## src/rtl/signed_subtractor_pipe_if.sv

```systemverilog
// Handshake bundle for signed_subtractor_pipe: operand side, result side and saturation debug readout.
// No logic of its own; the parameters must match those given to signed_subtractor_pipe.
// The master modport drives operands, out_ready and sat_clear. The slave modport (the subtractor) drives the results.
//
// Signals:
//   in_valid/in_ready/a/b      operand handshake (a = minuend, b = subtrahend)
//   out_valid/out_ready/out    result handshake
//   out_sat                    result was clamped
//   sat_clear/sat_count        debug counter of delivered saturated results
interface signed_subtractor_pipe_if #(
  parameter int IN1_WIDTH = 20,
  parameter int IN2_WIDTH = 32,
  parameter int OUT_WIDTH = 32,
  parameter int CNT_WIDTH = 16
);

  logic                 in_valid;
  logic                 in_ready;
  logic [IN1_WIDTH-1:0] a;
  logic [IN2_WIDTH-1:0] b;
  logic                 out_valid;
  logic                 out_ready;
  logic [OUT_WIDTH-1:0] out;
  logic                 out_sat;
  logic                 sat_clear;
  logic [CNT_WIDTH-1:0] sat_count;

  modport master (
    output in_valid, a, b, out_ready, sat_clear,
    input  in_ready, out_valid, out, out_sat, sat_count
  );

  modport slave (
    input  in_valid, a, b, out_ready, sat_clear,
    output in_ready, out_valid, out, out_sat, sat_count
  );

endinterface

```

## src/rtl/signed_subtractor_pipe.sv

```systemverilog
// Two-stage pipelined signed subtractor out = a - b, with optional saturation to OUT_WIDTH.
// The latency is 2 cycles from input transfer to out_valid, and throughput is 1 result per cycle.
// Under backpressure, out_ready=0 holds out/out_sat. Stage 1 stalls when full, and in_ready is the only combinational path (from out_ready).
//
// Ports:
//   clk        rising-edge clock
//   reset_n    asynchronous active-low reset; drops everything in flight
//   bus        signed_subtractor_pipe_if.slave (operands, result, sat_clear/sat_count)
//
// Build option: define SIGNED_SUB_SAT_EN to clamp the difference and track saturation.
// Without it the difference wraps to its low OUT_WIDTH bits, and out_sat and sat_count read 0.
module signed_subtractor_pipe #(
  parameter int IN1_WIDTH = 20,
  parameter int IN2_WIDTH = 32,
  parameter int OUT_WIDTH = 32,
  parameter int CNT_WIDTH = 16
) (
  input  logic                    clk,
  input  logic                    reset_n,
  signed_subtractor_pipe_if.slave bus
);

  // One guard bit above the wider operand makes the difference exact.
  localparam int W = ((IN1_WIDTH > IN2_WIDTH) ? IN1_WIDTH : IN2_WIDTH) + 1;

  // ---------------------------------------------------------------------------
  // Flow control
  // ---------------------------------------------------------------------------
  logic s1_valid;
  logic out_valid_q;
  logic s2_take;
  logic s1_take;

  // Stage 2 can load when it is empty or its current result leaves this cycle.
  // Stage 1 can load when it is empty or it can pass its content forward.
  assign s2_take = !out_valid_q || bus.out_ready;
  assign s1_take = !s1_valid || s2_take;

  assign bus.in_ready  = s1_take;
  assign bus.out_valid = out_valid_q;

  // ---------------------------------------------------------------------------
  // Stage 1: exact W-bit difference
  // ---------------------------------------------------------------------------
  logic [W-1:0] a_ext;
  logic [W-1:0] b_ext;
  logic [W-1:0] diff;
  logic [W-1:0] s1_diff;

  assign a_ext = W'($signed(bus.a));
  assign b_ext = W'($signed(bus.b));
  assign diff  = a_ext - b_ext;

  always_ff @(posedge clk or negedge reset_n) begin
    if (!reset_n) begin
      s1_valid <= 1'b0;
      s1_diff  <= '0;
    end else if (s1_take) begin
      s1_valid <= bus.in_valid;
      if (bus.in_valid) begin
        s1_diff <= diff;
      end
    end
  end

  // ---------------------------------------------------------------------------
  // Range reduction from W bits down to OUT_WIDTH (between the stages)
  // ---------------------------------------------------------------------------
  logic [OUT_WIDTH-1:0] s1_res;

`ifdef SIGNED_SUB_SAT_EN
  logic s1_sat;

  generate
    if (OUT_WIDTH >= W) begin : g_fit
      // Every difference is representable, so sign-extend and never flag.
      assign s1_res = OUT_WIDTH'($signed(s1_diff));
      assign s1_sat = 1'b0;
    end else begin : g_clamp
      localparam int TOPW = W - OUT_WIDTH + 1;
      localparam logic [OUT_WIDTH-1:0] RES_MAX = {1'b0, {(OUT_WIDTH-1){1'b1}}};
      localparam logic [OUT_WIDTH-1:0] RES_MIN = {1'b1, {(OUT_WIDTH-1){1'b0}}};

      logic [TOPW-1:0] top_bits;
      logic            fits;

      // The value fits iff every bit from the output sign bit upward equals the true sign.
      assign top_bits = s1_diff[W-1:OUT_WIDTH-1];
      assign fits     = (top_bits == {TOPW{1'b0}}) || (top_bits == {TOPW{1'b1}});
      assign s1_sat   = !fits;
      assign s1_res   = fits ? s1_diff[OUT_WIDTH-1:0]
                             : (s1_diff[W-1] ? RES_MIN : RES_MAX);
    end
  endgenerate
`else
  generate
    if (OUT_WIDTH >= W) begin : g_fit
      assign s1_res = OUT_WIDTH'($signed(s1_diff));
    end else begin : g_wrap
      // Two's-complement wrap: the bits above the output width are discarded.
      logic [W-OUT_WIDTH-1:0] unused_hi_bits;
      assign unused_hi_bits = s1_diff[W-1:OUT_WIDTH];
      assign s1_res         = s1_diff[OUT_WIDTH-1:0];
    end
  endgenerate
`endif

  // ---------------------------------------------------------------------------
  // Stage 2: output register
  // ---------------------------------------------------------------------------
  logic [OUT_WIDTH-1:0] out_q;

  always_ff @(posedge clk or negedge reset_n) begin
    if (!reset_n) begin
      out_valid_q <= 1'b0;
      out_q       <= '0;
    end else if (s2_take) begin
      out_valid_q <= s1_valid;
      if (s1_valid) begin
        out_q <= s1_res;
      end
    end
  end

  assign bus.out = out_q;

  // ---------------------------------------------------------------------------
  // Saturation flag and event counter
  // ---------------------------------------------------------------------------
`ifdef SIGNED_SUB_SAT_EN
  logic                 out_sat_q;
  logic [CNT_WIDTH-1:0] sat_cnt;
  logic                 out_xfer;

  always_ff @(posedge clk or negedge reset_n) begin
    if (!reset_n) begin
      out_sat_q <= 1'b0;
    end else if (s2_take && s1_valid) begin
      out_sat_q <= s1_sat;
    end
  end

  assign out_xfer = out_valid_q && bus.out_ready;

  // Only delivered results count. The counter sticks at all-ones, and clear beats a same-cycle increment.
  always_ff @(posedge clk or negedge reset_n) begin
    if (!reset_n) begin
      sat_cnt <= '0;
    end else if (bus.sat_clear) begin
      sat_cnt <= '0;
    end else if (out_xfer && out_sat_q && (sat_cnt != {CNT_WIDTH{1'b1}})) begin
      sat_cnt <= sat_cnt + CNT_WIDTH'(1);
    end
  end

  assign bus.out_sat   = out_sat_q;
  assign bus.sat_count = sat_cnt;
`else
  logic unused_sat_clear;
  assign unused_sat_clear = bus.sat_clear;
  assign bus.out_sat      = 1'b0;
  assign bus.sat_count    = '0;
`endif

  // ---------------------------------------------------------------------------
  // Protocol properties
  // ---------------------------------------------------------------------------
  // A result that is stalled must stay put until it is accepted.
  a_out_hold: assert property (@(posedge clk) disable iff (!reset_n)
    (out_valid_q && !bus.out_ready) |=> (out_valid_q && $stable(out_q)));

  // The input is refused only when both stages are full and the output is stalled.
  a_ready_rule: assert property (@(posedge clk) disable iff (!reset_n)
    (!bus.in_ready) |-> (s1_valid && out_valid_q && !bus.out_ready));

endmodule

```

## src/flat_wrapper.sv

```systemverilog
// flat-port wrapper written by rule: the top's interface ports become plain ports
module signed_subtractor_pipe_flat 
#(
  parameter int IN1_WIDTH = 20,
  parameter int IN2_WIDTH = 32,
  parameter int OUT_WIDTH = 32,
  parameter int CNT_WIDTH = 16
)
  (clk, reset_n, bus_in_valid, bus_a, bus_b, bus_out_ready, bus_sat_clear, bus_in_ready, bus_out_valid, bus_out, bus_out_sat, bus_sat_count);
  signed_subtractor_pipe_if #(.IN1_WIDTH(IN1_WIDTH), .IN2_WIDTH(IN2_WIDTH), .OUT_WIDTH(OUT_WIDTH), .CNT_WIDTH(CNT_WIDTH)) bus_i ();
  input  logic clk;
  input  logic reset_n;
  input wire logic [$bits(bus_i.in_valid)-1:0] bus_in_valid;
  input wire logic [$bits(bus_i.a)-1:0] bus_a;
  input wire logic [$bits(bus_i.b)-1:0] bus_b;
  input wire logic [$bits(bus_i.out_ready)-1:0] bus_out_ready;
  input wire logic [$bits(bus_i.sat_clear)-1:0] bus_sat_clear;
  output wire logic [$bits(bus_i.in_ready)-1:0] bus_in_ready;
  output wire logic [$bits(bus_i.out_valid)-1:0] bus_out_valid;
  output wire logic [$bits(bus_i.out)-1:0] bus_out;
  output wire logic [$bits(bus_i.out_sat)-1:0] bus_out_sat;
  output wire logic [$bits(bus_i.sat_count)-1:0] bus_sat_count;
  assign bus_i.in_valid = bus_in_valid;
  assign bus_i.a = bus_a;
  assign bus_i.b = bus_b;
  assign bus_i.out_ready = bus_out_ready;
  assign bus_i.sat_clear = bus_sat_clear;
  assign bus_in_ready = bus_i.in_ready;
  assign bus_out_valid = bus_i.out_valid;
  assign bus_out = bus_i.out;
  assign bus_out_sat = bus_i.out_sat;
  assign bus_sat_count = bus_i.sat_count;
  signed_subtractor_pipe #(.IN1_WIDTH(IN1_WIDTH), .IN2_WIDTH(IN2_WIDTH), .OUT_WIDTH(OUT_WIDTH), .CNT_WIDTH(CNT_WIDTH)) u_core (.clk(clk), .reset_n(reset_n), .bus(bus_i));
endmodule
```

## config.mk

```make
export PLATFORM = sky130hd
export DESIGN_NAME = signed_subtractor_pipe_flat
export DESIGN_NICKNAME = d
export VERILOG_FILES = /design/src/rtl/signed_subtractor_pipe_if.sv /design/src/rtl/signed_subtractor_pipe.sv /design/src/flat_wrapper.sv
export SDC_FILE = /design/constraint.sdc
export NUM_CORES = 1
export LEC_CHECK = 0
export CORE_MARGIN = 2
export CORE_UTILIZATION = 25
export CTS_BUF_LIST = sky130_fd_sc_hd__clkbuf_2
export DETAILED_ROUTE_END_ITERATION = 12
export MAX_ROUTING_LAYER = met4
export PLACE_DENSITY = 0.57
export SYNTH_ARGS = -nofsm -noshare
export SYNTH_HDL_FRONTEND = slang
export SYNTH_SLANG_ARGS = --single-unit
```

## constraint.sdc

```tcl
create_clock -name clk -period 1.9 [get_ports clk]
set_input_delay 0.475 -clock clk [delete_from_list [all_inputs] [get_ports clk]]
set_output_delay 0.475 -clock clk [all_outputs]
set_load 0.01 [all_outputs]
```

==> flow_metrics.env, run 1 <==
export IMPL_status="complete, but fails checks"
export IMPL_violations_in_the_final_reports="setup timing"
export IMPL_viasPerCell=4.47
export IMPL_yosys_area_share_simple_pct=13.5
export IMPL_numCtsBuffers=9
export IMPL_synthCells=483
export IMPL_clock_latency_ps=500
export IMPL_synth_mux_area_fraction_pct=8.44
export IMPL_design_portCount=108
export IMPL_grt_max_degree=67
export IMPL_fin_total_pwr_mw=5.22
export IMPL_die_w_um=136
export IMPL_synth_compound_area_share_pct=17.9
export IMPL_finalClockSkew_ps=26.3
export IMPL_detail_route_iter0_violations=171
export IMPL_detail_route_wirelength_um=12700
export IMPL_core_area_um2=17200
export IMPL_share_of_flip_flops_with_an_asynchronous_set_or_reset_after_synthesis_pct=100
export IMPL_route_vias_total=4179
export IMPL_synth_top_cells_by_area="dfrtp_1 (38%), ha_1 (8.8%), mux2_2 (8.2%)"
export IMPL_firstDrtPassIters=4
export IMPL_synth_edff_count=0
export IMPL_cts_htree_levels=3
export IMPL_grt_first_pass_wirelength_um=20700
export IMPL_worstPathCellList="buf_8 > inv_8 > ha_4 > fa_2 > nand2b_4 > a21oi_4 > buf_6 > o211ai_1 > nand3_2 > nand4_1 > a2111o_1 > nand3_1"
export IMPL_setup_ws_ps=-101
export IMPL_timing_final_hold_violations=0
export IMPL_synth_top_area_cell="dfrtp_1"
export IMPL_cp_end_kind="flop"
export IMPL_grt_overflow_total=0
export IMPL_path_class="primary input to flop"
export IMPL_maxCapViolations=0
export IMPL_critPathRequiredTime_ps=2350
export IMPL_syn_mean_instance_area_um2=9.08
export IMPL_finish_cell_count_without_fillers=934
export IMPL_startpoint_type="primary input"
export IMPL_p_leak_nw=3.34
export IMPL_timing_critical_path_max_delay_family="compound AO/OA/AOI/OAI gates"
export IMPL_cts_root_buffer_cell="clkbuf_2"
export IMPL_hold_start="bus_b[0]"
export IMPL_vdd_ir_drop_worst_mv=0.331
export IMPL_area_growth_syn_to_layout_pct=69.2
export IMPL_initial_utilization_pct=25.5
export IMPL_finalSetupViolations=6
export IMPL_post_route_util_pct=43.1
export IMPL_fp_dieArea_um2=18600
export IMPL_antenna_found_initial=1
export IMPL_final_weighted_congestion_of_routability_driven_global_placement=0.866
export IMPL_max_freq_mhz=500
export IMPL_tns_ps=-306
export IMPL_cts_tree="yes"
export IMPL_num_rows=48
export IMPL_grt_pass1_vias=4247
export IMPL_critical_path_startpoint="bus_a[0]"
export IMPL_yosys_warnings=0
export IMPL_synth_xor_area_share_pct=5.19
export IMPL_dieHeight_um=136
export IMPL_synth_sequential_area_ratio_pct=37.6
export IMPL_drtAntennaViolNets=0
export IMPL_final_max_slew_violation_count=0
export IMPL_worst_ep_arrival_time_ps=2450
export IMPL_synth_ff_type="dfrtp_1"
export IMPL_rsz0062_at_grt="true"
export IMPL_synth_area_um2=4390
export IMPL_cpPeakStageDelay_ps=440
export IMPL_startpoint_of_the_most_critical_register_to_register_path="u_core.s1_valid"
export IMPL_synth_cell_types=49
export IMPL_port_buffers=89
export IMPL_cts_buffer_depth=2
export IMPL_avgRoutedWirePerCell_um=13.6
export IMPL_power_per_cell_area_nw_per_um2=703
export IMPL_min_delay_path_class="primary input to flop"
export IMPL_place_detailed_instances=882
export IMPL_crit_slowest_cell="a2111o_1"
export IMPL_ys_ff_latch=66
export IMPL_worstPathMaxFanout=4
export IMPL_groute_usage_overall_pct=14.4
export IMPL_crit_buf_inv=3
export IMPL_min_period_ps=2000
export IMPL_number_of_nets_in_the_layout=793
export IMPL_drc_errors=0
export IMPL_area_share_of_fa_ha_maj_cells_after_synthesis_pct=9.30
export IMPL_clkTransAtPathRegs_ps=180
export IMPL_synth_largest_type_area_fraction_pct=37.6
export IMPL_drive_gt1_share_pct=47.9
export IMPL_synth_top_family_by_area="compound AO/OA/AOI/OAI gates"
export IMPL_cts_num_sinks=66
export IMPL_min_period_over_period_pct=105
export IMPL_dpl_hpwl_um=9890
[final cells by class]
| cell class | instances | area, um2 |
|---|---|---|
| Timing Repair Buffer | 230 | 1990 |
| Tap cell | 225 | 282 |
| Fill cell | 1687 | 9810 |
| Clock inverter | 4 | 43.8 |
| Sequential cell | 66 | 1650 |
| Antenna cell | 1 | 2.50 |
| Multi-Input combinational cell | 359 | 3240 |
| Clock buffer | 11 | 55.1 |
| Inverter | 38 | 165 |
[report_power, final]
part           internal (mW)  switching (mW)
Clock                  0.300           0.460
Sequential              1.79           0.213
Combinational           1.34            1.12
[tightest hold or removal path, cell delays in order]
cell and delay [ps]:
buf_6 80, ha_4 110, o21ai_0 70
[repair_timing]
| item | 4_1_cts | 5_1_grt |
|---|---|---|
| resized for setup | 250 | 55 |
| setup endpoints to repair | 57 | 19 |
| pin swaps | 81 | 64 |
| hold buffers | 1 | 0 |
| setup buffers | 29 | 12 |
| endpoints found under the hold margin | 66 | 0 |
[state kept, by name, summed over array words and instances (netlist names)]
name,cells
u_core.bus.out,32
u_core.bus.out_valid,1
u_core.s1_diff,32
u_core.s1_valid,1
[kinds of logic (layout without fill, tap and decap cells)]
logic type	count (synthesis)	count (layout)
XOR/XNOR	26	26
multiplexers	33	33
AO/OA/AOI/OAI	126	126
buffers and inverters	74	283
adder cells (fa/ha/maj)	32	32
AND/OR/NAND/NOR	125	125
flip-flops	66	66
other	1	18
[through the flow]
step / setup slack, ps / hold slack (ps) / cell area, um2
3_5_place_dp: -1110 / 466 / 6510
6_report: -101 / 268 / 7430
3_3_place_gp: -1080 / 462 / 6510
2_1_floorplan: -413 / 179 / 4760
4_1_cts: -262 / 220 / 7210
5_1_grt: -106 / 227 / 7430
[synth_stat cells (2+ instances only)]
master / number
a31oi_1: 4
o21a_1: 6
buf_4: 17
mux2_2: 32
nand3_1: 10
nand2b_1: 9
o21ai_1: 3
and2_1: 5
o21bai_1: 2
or4_1: 4
xor2_1: 15
o21ai_0: 37
o221ai_1: 2
a21o_1: 6
inv_1: 38
nand4_1: 12
o211ai_1: 6
clkbuf_1: 13
dfrtp_1: 66
a211oi_1: 4
nand3b_1: 3
ha_1: 31
o31ai_1: 6
buf_1: 4
nor3_1: 3
a21boi_0: 4
nor2_1: 21
nand2_1: 53
xnor2_1: 11
a21oi_1: 37
[layout by cell type (no fill, tap or decap), drive strengths merged, types with 5 or more instances in the layout]
cell / count
clkdlybuf4s50: 7
o211ai: 6
and2: 5
o21ai: 40
o21a: 6
ha: 31
xor2: 15
buf: 160
nand2b: 9
nand3: 10
clkbuf: 13
nor2: 21
a211oi: 5
conb: 17
o31ai: 6
xnor2: 11
nand4: 12
inv: 38
dfrtp: 66
a21o: 6
a21oi: 38
clkdlybuf4s15: 10
dlygate4sd2: 49
nand2: 53
mux2: 32
[per-layer routing]
metal | share of wire (%) | GRT usage (%)
met1 | 47 | 18.5
met4 | 1.1 | 4.05
met5 | 0 | -
met3 | 3.1 | 1.83
met2 | 49 | 23.7
[worst paths after layout]
kind | end | slack, ps | cells past startpoint
setup reg to reg | u_core.s1_diff[31] | 410 | 5
min in group asynchronous | u_core.s1_diff[29] | 490 | 3
hold / removal | u_core.s1_diff[0] | 270 | 3
hold reg to reg | u_core.s1_diff[3] | 490 | 2
max in group asynchronous | u_core.bus.out[24] | 1090 | 3
setup / recovery | u_core.s1_diff[30] | -100 | 12
Note: power is estimated with default switching activity, not from simulation.
==> run 2: changes to the inputs <==
CTS_BUF_LIST = sky130_fd_sc_hd__clkbuf_16   (was sky130_fd_sc_hd__clkbuf_2)
==> run 2 against run 1 <==
The run still ends with setup timing left; worst hold slack got worse by 110 ps; clock skew decreased by 21 ps; via count decreased by 0.50%; critical path depth unchanged; total power increased by 19%; largest power group unchanged.
==> flow_metrics.env, run 2 (synthesis results as in run 1) <==
export IMPL_cts_hold_buffers=0
export IMPL_cts_buffer_depth=2
export IMPL_finish_cell_count_without_fillers=926
export IMPL_num_rows=48
export IMPL_setup_ws_ps=-317
export IMPL_violations_in_the_final_reports="setup timing"
export IMPL_place_detailed_instances=882
export IMPL_min_delay_path_class="primary input to async pin"
export IMPL_port_buffers=89
export IMPL_dieHeight_um=136
export IMPL_grt_pass1_vias=4315
export IMPL_drive_gt1_share_pct=51.4
export IMPL_status="complete, but fails checks"
export IMPL_timing_final_hold_violations=0
export IMPL_detail_route_iter0_violations=168
export IMPL_min_period_over_period_pct=117
export IMPL_cp_end_kind="flop"
export IMPL_worst_ep_arrival_time_ps=2480
export IMPL_drtAntennaViolNets=0
export IMPL_antenna_found_initial=0
export IMPL_max_freq_mhz=451
export IMPL_cts_tree="yes"
export IMPL_avgRoutedWirePerCell_um=13.9
export IMPL_cpPeakStageDelay_ps=450
export IMPL_finalClockSkew_ps=5.38
export IMPL_final_max_slew_violation_count=0
export IMPL_crit_slowest_cell="a2111o_1"
export IMPL_power_per_cell_area_nw_per_um2=803
export IMPL_p_leak_nw=3.37
export IMPL_maxCapViolations=0
export IMPL_startpoint_type="primary input"
export IMPL_cts_root_buffer_cell="clkbuf_16"
export IMPL_dpl_hpwl_um=9890
export IMPL_design_portCount=108
export IMPL_diodes=0
export IMPL_drc_errors=0
export IMPL_cts_htree_levels=3
export IMPL_clkTransAtPathRegs_ps=50
export IMPL_grt_max_degree=67
export IMPL_route_vias_total=4158
export IMPL_grt_first_pass_wirelength_um=21200
export IMPL_rsz0062_at_grt="true"
export IMPL_core_area_um2=17200
export IMPL_most_frequent_cells_in_the_layout="buf_4 (103), dfrtp_1 (66), nand2_1 (46)"
export IMPL_critPathRequiredTime_ps=2160
export IMPL_worstPathCellList="buf_8 > inv_8 > ha_4 > fa_2 > nand2b_4 > a21oi_4 > buf_6 > o211ai_1 > nand3_2 > nand4_1 > a2111o_1 > nand3_1"
export IMPL_cts_num_sinks=66
export IMPL_finalSetupViolations=18
export IMPL_area_growth_syn_to_layout_pct=76.4
export IMPL_grt_overflow_total=0
export IMPL_fin_total_pwr_mw=6.21
export IMPL_initial_utilization_pct=25.5
export IMPL_viasPerCell=4.49
export IMPL_path_class="primary input to flop"
export IMPL_fp_dieArea_um2=18600
export IMPL_worstPathMaxFanout=4
export IMPL_min_period_ps=2220
export IMPL_groute_usage_overall_pct=14.7
export IMPL_die_w_um=136
export IMPL_final_weighted_congestion_of_routability_driven_global_placement=0.866
export IMPL_layout_cells_most_common="buf_4"
export IMPL_firstDrtPassIters=4
export IMPL_number_of_nets_in_the_layout=786
export IMPL_vdd_ir_drop_worst_mv=0.437
export IMPL_clock_latency_ps=320
export IMPL_detail_route_wirelength_um=12900
export IMPL_numCtsBuffers=9
-- run 2: critical path, delay by kind of cell --
family	cells	cell delay, ps
AOI/OAI and AO/OA	3	740
adders and majority gates	2	490
and+or+nand+nor	4	560
buffers and inverters	3	230
-- run 2: power breakdown --
group	switching, mW	internal, mW	total, mW
registers	0.223	1.80	2.03
clock network	0.538	0.987	1.52
logic	1.14	1.52	2.66
total	1.91	4.31	6.21
-- run 2: layer usage --
layer  global-route usage (%)  vias to the layer above  wire length, um
li1                         -                     2084                -
met1                     18.8                     1979             5980
met2                     24.4                       83             6320
met3                     1.75                       12              403
met4                     4.63                        0              182
met5                        -                        -                0
-- run 2: layout make-up --
cell class | count | area [um2]
clock buffers | 9 | 225
clock inverters | 6 | 51.3
inverters | 38 | 168
well taps | 225 | 282
repair buffers | 223 | 1980
fillers | 1629 | 9500
multi-input cells | 359 | 3380
flip-flops and latches | 66 | 1650
-- run 2: worst paths after layout --
check	end	cells after the start	slack, ps	from
setup reg to reg	u_core.s1_diff[31]	5	400	u_core.s1_valid
max in group asynchronous	u_core.bus.out[24]	2	1450	reset_n
min in group clk	u_core.s1_diff[0]	3	460	bus_b[0]
hold / removal	u_core.bus.out[7]	2	160	reset_n
setup / recovery	u_core.s1_diff[30]	12	-320	bus_a[0]
hold reg to reg	u_core.s1_diff[3]	2	470	u_core.s1_diff[3]
-- run 2: through the flow --
stage	worst slack [ps]	utilization, %	TNS (ps)	area, um2	hold WS, ps
4_1_cts	-489	43.9	-5410	7570	168
3_3_place_gp	-1080	37.8	-24150	6510	462
6_report	-317	44.9	-2990	7740	157
3_5_place_dp	-1110	37.8	-24310	6510	466
5_1_grt	-341	44.9	-4060	7740	198
2_1_floorplan	-413	-	-2670	4760	179
-- run 2: repair_timing --
item / 4_1_cts / 5_1_grt
resized for setup: 272 / 75
buffers inserted: 27 / 9
cloned: 0 / 0
pin swaps: 98 / 79
endpoints found under the setup margin: 28 / 23
